==> src/rtl/pace_output_stage_if.sv <==
// Pace request / lead-driver bundle between the pacemaker controller
// (master) and the output stage (slave).
interface pace_output_stage_if #(
    parameter int AMP_WIDTH = 8
);
    logic                 pace_req;
    logic [AMP_WIDTH-1:0] amp_code;
    logic                 lead_fault;
    logic                 clr_fault;
    logic                 stim_en;
    logic [AMP_WIDTH-1:0] dac_code;
    logic                 recharge_en;
    logic                 sense_blank;
    logic                 busy;
    logic                 done;
    logic                 fault_flag;
    logic [7:0]           drop_cnt;

    modport master (
        output pace_req, amp_code, lead_fault, clr_fault,
        input  stim_en, dac_code, recharge_en, sense_blank, busy, done,
               fault_flag, drop_cnt
    );

    modport slave (
        input  pace_req, amp_code, lead_fault, clr_fault,
        output stim_en, dac_code, recharge_en, sense_blank, busy, done,
               fault_flag, drop_cnt
    );
endinterface

==> src/rtl/pace_output_stage.sv <==
// Biphasic lead-driver sequencer: stimulus, interphase gap, active recharge,
// post-pace blanking. All outputs are registered and decoded from the next
// state so they switch on the same edge as the state register.
//
//   state | meaning
//   IDLE  | waiting for an accepted pace request
//   STIM  | cathodic phase, stim_en=1, dac_code=latched amplitude
//   GAP   | interphase gap, all switches open
//   RECHG | active recharge, recharge_en=1
//   BLANK | post-recharge blanking, switches open
module pace_output_stage #(
    parameter int PW_CYCLES         = 4,
    parameter int INTERPHASE_CYCLES = 1,
    parameter int RECHARGE_CYCLES   = 8,
    parameter int BLANK_CYCLES      = 4,
    parameter int AMP_WIDTH         = 8
) (
    input  logic CLK,
    input  logic RSTn,
    pace_output_stage_if.slave bus
);
    typedef enum logic [2:0] {IDLE, STIM, GAP, RECHG, BLANK} state_t;

    localparam int MAX_A   = (PW_CYCLES > INTERPHASE_CYCLES) ? PW_CYCLES : INTERPHASE_CYCLES;
    localparam int MAX_B   = (RECHARGE_CYCLES > BLANK_CYCLES) ? RECHARGE_CYCLES : BLANK_CYCLES;
    localparam int CNT_MAX = (MAX_A > MAX_B) ? MAX_A : MAX_B;
    // The counter holds "cycles remaining minus one", so CNT_MAX-1 is the top value.
    localparam int CW      = (CNT_MAX > 1) ? $clog2(CNT_MAX) : 1;

    localparam logic [CW-1:0] PW_LOAD  = CW'(PW_CYCLES - 1);
    localparam logic [CW-1:0] IPH_LOAD = CW'((INTERPHASE_CYCLES > 0) ? INTERPHASE_CYCLES - 1 : 0);
    localparam logic [CW-1:0] RCH_LOAD = CW'(RECHARGE_CYCLES - 1);
    localparam logic [CW-1:0] BLK_LOAD = CW'(BLANK_CYCLES - 1);

    state_t               state, state_nxt;
    logic [CW-1:0]        cnt, cnt_nxt;
    logic [AMP_WIDTH-1:0] amp_q, amp_nxt;
    logic                 flag_q, flag_nxt;
    logic [7:0]           drop_q, drop_nxt;

    logic                 stim_q, rech_q, blank_q, busy_q, done_q;
    logic [AMP_WIDTH-1:0] dac_q;

    // Next-state, counter reload, amplitude latch, fault flag and drop counter.
    always_comb begin
        state_nxt = state;
        cnt_nxt   = cnt;
        amp_nxt   = amp_q;
        flag_nxt  = flag_q;
        drop_nxt  = drop_q;

        // Set wins over clear while the lead fault is still present.
        if (bus.lead_fault)
            flag_nxt = 1'b1;
        else if (bus.clr_fault)
            flag_nxt = 1'b0;

        if (bus.pace_req && (state != IDLE || flag_q) && drop_q != 8'hFF)
            drop_nxt = drop_q + 8'd1;

        case (state)
            IDLE: begin
                if (bus.pace_req && !flag_q && bus.amp_code != '0) begin
                    state_nxt = STIM;
                    cnt_nxt   = PW_LOAD;
                    amp_nxt   = bus.amp_code;
                end
            end
            STIM: begin
                if (bus.lead_fault) begin
                    state_nxt = RECHG;
                    cnt_nxt   = RCH_LOAD;
                end else if (cnt == '0) begin
                    if (INTERPHASE_CYCLES == 0) begin
                        state_nxt = RECHG;
                        cnt_nxt   = RCH_LOAD;
                    end else begin
                        state_nxt = GAP;
                        cnt_nxt   = IPH_LOAD;
                    end
                end else begin
                    cnt_nxt = cnt - CW'(1);
                end
            end
            GAP: begin
                if (cnt == '0) begin
                    state_nxt = RECHG;
                    cnt_nxt   = RCH_LOAD;
                end else begin
                    cnt_nxt = cnt - CW'(1);
                end
            end
            RECHG: begin
                if (cnt == '0) begin
                    state_nxt = BLANK;
                    cnt_nxt   = BLK_LOAD;
                end else begin
                    cnt_nxt = cnt - CW'(1);
                end
            end
            BLANK: begin
                if (cnt == '0)
                    state_nxt = IDLE;
                else
                    cnt_nxt = cnt - CW'(1);
            end
            default: state_nxt = IDLE;
        endcase
    end

    // State, counter and outputs registered from the next-state decode.
    always_ff @(posedge CLK or negedge RSTn) begin
        if (!RSTn) begin
            state   <= IDLE;
            cnt     <= '0;
            amp_q   <= '0;
            flag_q  <= 1'b0;
            drop_q  <= 8'd0;
            stim_q  <= 1'b0;
            dac_q   <= '0;
            rech_q  <= 1'b0;
            blank_q <= 1'b0;
            busy_q  <= 1'b0;
            done_q  <= 1'b0;
        end else begin
            state   <= state_nxt;
            cnt     <= cnt_nxt;
            amp_q   <= amp_nxt;
            flag_q  <= flag_nxt;
            drop_q  <= drop_nxt;
            stim_q  <= (state_nxt == STIM);
            dac_q   <= (state_nxt == STIM) ? amp_nxt : '0;
            rech_q  <= (state_nxt == RECHG);
            blank_q <= (state_nxt != IDLE);
            busy_q  <= (state_nxt != IDLE);
            done_q  <= (state == BLANK) && (state_nxt == IDLE);
        end
    end

    assign bus.stim_en     = stim_q;
    assign bus.dac_code    = dac_q;
    assign bus.recharge_en = rech_q;
    assign bus.sense_blank = blank_q;
    assign bus.busy        = busy_q;
    assign bus.done        = done_q;
    assign bus.fault_flag  = flag_q;
    assign bus.drop_cnt    = drop_q;
endmodule
==> src/flat_wrapper.sv <==
// flat-port wrapper written by rule: the top's interface ports become plain ports
module pace_output_stage_flat 
#(
    parameter int PW_CYCLES         = 4,
    parameter int INTERPHASE_CYCLES = 1,
    parameter int RECHARGE_CYCLES   = 8,
    parameter int BLANK_CYCLES      = 4,
    parameter int AMP_WIDTH         = 8
)
  (CLK, RSTn, bus_pace_req, bus_amp_code, bus_lead_fault, bus_clr_fault, bus_stim_en, bus_dac_code, bus_recharge_en, bus_sense_blank, bus_busy, bus_done, bus_fault_flag, bus_drop_cnt);
  pace_output_stage_if #(.AMP_WIDTH(AMP_WIDTH)) bus_i ();
  input  logic CLK;
  input  logic RSTn;
  input wire logic [$bits(bus_i.pace_req)-1:0] bus_pace_req;
  input wire logic [$bits(bus_i.amp_code)-1:0] bus_amp_code;
  input wire logic [$bits(bus_i.lead_fault)-1:0] bus_lead_fault;
  input wire logic [$bits(bus_i.clr_fault)-1:0] bus_clr_fault;
  output wire logic [$bits(bus_i.stim_en)-1:0] bus_stim_en;
  output wire logic [$bits(bus_i.dac_code)-1:0] bus_dac_code;
  output wire logic [$bits(bus_i.recharge_en)-1:0] bus_recharge_en;
  output wire logic [$bits(bus_i.sense_blank)-1:0] bus_sense_blank;
  output wire logic [$bits(bus_i.busy)-1:0] bus_busy;
  output wire logic [$bits(bus_i.done)-1:0] bus_done;
  output wire logic [$bits(bus_i.fault_flag)-1:0] bus_fault_flag;
  output wire logic [$bits(bus_i.drop_cnt)-1:0] bus_drop_cnt;
  assign bus_i.pace_req = bus_pace_req;
  assign bus_i.amp_code = bus_amp_code;
  assign bus_i.lead_fault = bus_lead_fault;
  assign bus_i.clr_fault = bus_clr_fault;
  assign bus_stim_en = bus_i.stim_en;
  assign bus_dac_code = bus_i.dac_code;
  assign bus_recharge_en = bus_i.recharge_en;
  assign bus_sense_blank = bus_i.sense_blank;
  assign bus_busy = bus_i.busy;
  assign bus_done = bus_i.done;
  assign bus_fault_flag = bus_i.fault_flag;
  assign bus_drop_cnt = bus_i.drop_cnt;
  pace_output_stage #(.PW_CYCLES(PW_CYCLES), .INTERPHASE_CYCLES(INTERPHASE_CYCLES), .RECHARGE_CYCLES(RECHARGE_CYCLES), .BLANK_CYCLES(BLANK_CYCLES), .AMP_WIDTH(AMP_WIDTH)) u_core (.CLK(CLK), .RSTn(RSTn), .bus(bus_i));
endmodule
==> config.mk <==
export PLATFORM = sky130hd
export DESIGN_NAME = pace_output_stage_flat
export DESIGN_NICKNAME = d
export VERILOG_FILES = /design/src/rtl/pace_output_stage_if.sv /design/src/rtl/pace_output_stage.sv /design/src/flat_wrapper.sv
export SDC_FILE = /design/constraint.sdc
export NUM_CORES = 1
export LEC_CHECK = 0
export BUFFER_PORTS_ARGS = -buffer_cell sky130_fd_sc_hd__buf_2
export CAP_MARGIN = 25
export CORE_UTILIZATION = 40
export DETAILED_ROUTE_END_ITERATION = 8
export SLEW_MARGIN = 20
export SYNTH_ARGS = -nofsm -noshare
export SYNTH_HDL_FRONTEND = slang
export SYNTH_SLANG_ARGS = --single-unit
export TNS_END_PERCENT = 20
==> constraint.sdc <==
create_clock -name CLK -period 2.2 [get_ports CLK]
set_input_delay 0.44 -clock CLK [delete_from_list [all_inputs] [get_ports CLK]]
set_output_delay 0.44 -clock CLK [all_outputs]
set_load 0.05 [all_outputs]
After elaboration in Yosys (flattened, before gate mapping)
Index checks and enable logic that the tools add are counted.
{"block": "word_totals", "inputBits": 13, "register_bits": 35, "wordCells": 56}
{"block": "op_classes", "mux": 19, "eq_ne": 9, "reduce_logical": 16, "n_addsub": 2}
{"operator": "3-bit two-way mux", "count": 12}
{"operator": "3-bit one-hot mux with 5 select lines", "count": 2}
{"operator": "8-bit two-way mux", "count": 3}
{"operator": "3-bit by 2-bit equality test with 1-bit output (second input constant)", "count": 3}
{"operator": "3-bit logical NOT", "count": 3}
{"operator": "8-bit by 1-bit adder with 8-bit output (second input constant)", "count": 1}
{"operator": "8-bit != test (second input constant)", "count": 1}
{"operator": "8-bit nonzero test", "count": 1}
{"operator": "3-bit by 1-bit equality test with 1-bit output (second input constant)", "count": 2}
{"operator": "3-bit nonzero test", "count": 2}
{"operator": "1-bit logical AND", "count": 5}
{"operator": "5-bit nonzero test", "count": 1}
{"operator": "3-bit equality test (second input constant)", "count": 1}
{"operator": "3-bit AND reduction", "count": 1}
{"operator": "3-bit by 1-bit subtractor with 3-bit output (second input constant)", "count": 1}
{"operator": "1-bit two-way mux", "count": 2}
{"operator": "2-bit by 1-bit != test with 1-bit output (second input constant)", "count": 1}
{"operator": "2-bit != test (second input constant)", "count": 1}
{"operator": "2-bit nonzero test", "count": 1}
{"operator": "1-bit logical NOT", "count": 1}
{"operator": "1-bit logical OR", "count": 1}

Depth between registers and ports, before layout
{"block": "logic_depth", "ltp_word": 7, "mapped_depth": 9, "depth_no_buf": 7}

Least setup slack after synthesis
No wires, ideal clock.
{"block": "synth_timing", "path_kind": "input to register", "start": "in bus_amp_code[5]", "end": "reg u_core.cnt[1]", "n_path_buf": 1, "path_slack_ns": 0.061, "setup_ns": 0.125, "required_time_ns": 2.075, "arrival_ns": 2.014, "stages": 6, "path_cell_list": "or4_4 > o2111ai_4 > o221ai_2 > nand2b_4 > buf_6 > mux2_4"}
{"block": "synth_between", "elab_chain_cells": 4}
{"item": "start: declaration", "line": "flat_wrapper.sv:15", "rtl": "input wire logic [$bits(bus_i.amp_code)-1:0] bus_amp_code;"}
{"item": "8-bit nonzero test", "line": "pace_output_stage.sv:63", "rtl": "if (bus.pace_req && !flag_q && bus.amp_code != '0) begin"}
{"item": "1-bit logical AND", "line": "pace_output_stage.sv:63"}
{"item": "2-bit by 1-bit != test with 1-bit output (no source line)"}
{"item": "3-bit AND reduction (no source line)"}
{"item": "end signal: assignment", "line": "pace_output_stage.sv:127", "rtl": "cnt <= cnt_nxt;"}
{"item": "end: declaration", "line": "pace_output_stage.sv:36", "rtl": "logic [CW-1:0] cnt, cnt_nxt;"}
Every way passes these cells.
A chain may end at the register's enable or synchronous reset.

Final worst setup path
{"block": "layout_timing", "start": "reg u_core.cnt[0]", "end": "reg u_core.cnt[2]"}
{"block": "layout_between", "elab_chain_cells": 4, "elab_cells_between_ends": 10}
{"item": "3-bit by 1-bit subtractor with 3-bit output / 3-bit logical NOT (equally long branches)"}
{"item": "3-bit two-way mux", "line": "pace_output_stage.sv:73", "rtl": "end else if (cnt == '0) begin"}
{"item": "3-bit two-way mux", "line": "pace_output_stage.sv:70", "rtl": "if (bus.lead_fault) begin"}
{"item": "3-bit one-hot mux with 5 select lines", "line": "pace_output_stage.sv:61", "rtl": "case (state)"}
Several ways; a longest one is shown, not always the timed one. The select of a mux whose other input is x is not followed.

==> impl_metrics.yaml <==
status:
  status: "finished clean"
critical_path:
  cp.required_ps: 2360
  slowest_delay_ps: 430
  reg2reg_slack_ps: 250
  cp-end-kind: "flop"
  worst_path_dominant_cell_family: "compound AO/OA/AOI/OAI gates"
  slowest_stage: "o31a_2"
  rr_worst_depth: 7
  rr_startpoint: "u_core.cnt[0]"
  cp.arrival_ps: 2110
  critPathKind: "flop to flop"
  cp_max_fo: 10
  r2r-end: "u_core.cnt[2]"
  worstPathCellList: "inv_1 -> ha_1 -> nor2b_1 -> nor3_1 -> o31a_2 -> nand2b_4 -> mux2_4"
  startpoint: "u_core.cnt[0]"
  path_buf_inv: 1
  start_kind: "flop"
  cp-endpoint: "u_core.cnt[2]"
  cp.depth: 7
route:
  drc: 0
  postRouteWirelength_um: 2960
  dr.pass1.iters: 4
  drt_first_iter_violations: 17
  drt.antenna.violating_nets: 0
  dr_total_vias: 1107
  vias_per_cell: 5.05
  avgRoutedWirePerCell_um: 13.5
finish:
  areaGrowthSynthToFinish_pct: 20.3
  num_antenna_cells: 0
  nNetsFinal: 187
  n_fill_cell: 350
  multi_input_area_um2: 651
  post_route_cells_drive_above_1_share_pct: 36.8
  register_area_um2: 876
timing:
  fin_crit_sh_pct: 88.6
  tightestPinTransition_ps: 737
  setup_tns_ps: 0
  rsz0062_at_grt: "false"
  slew_viol_final: 0
  relSlewSlack_pct: 50.8
  setup_viol: 0
  final_hold_viol_count: 0
  fin_worst_skew_ps: 8.66
  final.min_clock_period_ps: 1950
  fmaxAchievable_ghz: 0.513
floorplanning:
  die_h_um: 64.9
  pin_count: 35
  core-area_mm2: 0.00372
  die_w_um: 64.9
  dieArea_mm2: 0.00421
  start_util_pct: 42.6
  rows: 22
clocking:
  cts_buffer_depth: 2
  clk_latency_ps: 280
  cts-resized-gates: 0
  clockRootBuffer: "clkbuf_8"
  cts_sinks: 35
  cts_setup_buffers: 0
  numCtsBuffers: 5
  holdBufCountCts: 0
  path_clk_slew_ps: 70
  cts_tree: "done"
  cts.htree.levels: 2
global_route:
  top_usage_layer: "met2"
  grtUsageTotal_pct: 16.7
  grt_use_met1_pct: 18.5
  grt_max_degree: 36
  grt_first_pass_wirelength_um: 5090
  met3_usage_pct: 4.23
  grt_pass1_vias: 1116
  grt_overflow: 0
  antenna_found_initial: 0
  grt_util_met2_pct: 28.4
logic_synthesis:
  netlist_area_mm2: 0.00158
  yosysSeqAreaShare_pct: 55.3
  synth_edf_count: 0
  yosys.cell_count.top_type: "dfrtp_1"
  synth_cells: 131
  synthTopCellsByArea: "dfrtp_1, mux2_2, and3_1"
  ys_top_cells_by_count: "dfrtp_1, and3_1, mux2_2"
  synth_async_sr_flop_share_pct: 100
  yosysTopAreaCell: "dfrtp_1"
  synthDistinctLibCells: 37
  ys.flop_type: "dfrtp_1"
  synth_top_area_share_pct: 55.3
  syn_avg_cell_area_um2: 12.1
  synth-seq-cells: 35
  synth_nets: 147
  ys_warn_count: 0
pwr:
  pwr-share-clk_pct: 15.2
  switching_share_pct: 44.0
  p_per_area_mw_per_mm2: 1550
  power_frac_seq_pct: 36.1
  finalPower_uw: 2960
  leakage_uw: 0.000969
  p_int_uw: 1660
  p_sw_uw: 1300
  ir_worst_vdd_uv: 854
  power_frac_comb_pct: 48.7
placed_design:
  place.gp.congestion: 0.793
  hpwl_um: 2180
  portBuffers: 34
flow_run:
  maxCapViolCount: 0
hold_path:
  hold_class: "primary input to asynchronous set/reset pin"
[worst min path at each step]
stage / depth (start not counted) / to / startpoint / slack [ps]
finish: 1 / u_core.bus.dac_code[2] / RSTn / 220
detailed placement: 1 / u_core.amp_q[7] / u_core.amp_q[7] / 480
global placement: 1 / u_core.amp_q[0] / u_core.amp_q[0] / 480
global route: 1 / u_core.bus.dac_code[3] / RSTn / 270
CTS: 1 / u_core.bus.dac_code[3] / RSTn / 230
floorplan: 0 / u_core.amp_q[0] / RSTn / 140
[placed cells by master (no fill, tap or decap), types with 2 or more instances in the layout]
cell       n
xnor2_1    6
and3_1    10
mux2_4     2
nor2b_1    3
nand4_1    3
nand2_1    8
buf_4      5
nor2_1     4
nand3b_1   2
nand2b_1   3
o21ai_0    6
clkbuf_8   6
nand3_1    3
buf_2     34
o22ai_1    2
ha_1       3
mux2_2     9
a22oi_1    2
inv_1      6
dfrtp_1   35
or4_4      2
[layer usage]
| metal | up-vias | part of all wire [%] |
|---|---|---|
| met2 | 30 | 51 |
| met3 | 7 | 5.0 |
| met5 | - | 0 |
| li1 | 540 | - |
| met4 | 0 | 2.4 |
| met1 | 530 | 41 |
[cell families (layout without fill, tap and decap cells)]
group | Yosys count | after routing | synth area share (%)
adders and majority gates | 3 | 3 | 2.37
muxes | 12 | 12 | 8.93
buffers and inverters | 12 | 52 | 3.56
AOI/OAI and AO/OA | 19 | 19 | 9.72
xor gates and xnor gates | 7 | 7 | 3.87
and+or+nand+nor | 43 | 43 | 16.2
DFF | 35 | 35 | 55.3
[per-stage QoR]
stage               hold WS, ps  instance area, µm²  util, %  std cells  worst slack [ps]
CTS                         235                1900     51.2        219               235
detailed placement          485                1820     48.9        212              40.2
global route                270                1900     51.2        219               160
global placement            476                1820     48.9        212              70.6
finish                      219                1900     51.2        219               250
floorplan                   144                1580        -        131              61.1
[cell type report]
type	instances	area share, %
inverters	6	1.18
clock buffers	6	4.34
clock inverters	1	0.263
repair buffers	39	10.9
well taps	48	3.15
flip-flops and latches	35	46.0
multi-input cells	84	34.2
[worst register-to-register path: stages, from the launching register on]
cell	delay [ps]
dfrtp_1	400
inv_1	110
ha_1	170
nor2b_1	190
nor3_1	80
o31a_2	430
nand2b_4	140
mux2_4	300
[power by group through the flow]
stage	Combinational (µW)	Clock [µW]	Sequential [µW]
final	1440	449	1070
after global routing	1560	500	1110
after CTS	1460	466	1070
after detailed placement	1450	0	1080
after global placement	1420	0	1060
after floorplan	758	0	1450
[sequential cells by signal, summed over array words and instances (netlist names)]
signal	flops
u_core.cnt	3
u_core.bus.done	1
u_core.bus.dac_code	8
u_core.bus.fault_flag	1
u_core.bus.recharge_en	1
u_core.bus.drop_cnt	8
u_core.bus.stim_en	1
u_core.amp_q	8
u_core.bus.sense_blank	1
u_core.state	3
(Power assumes the default switching activity.)
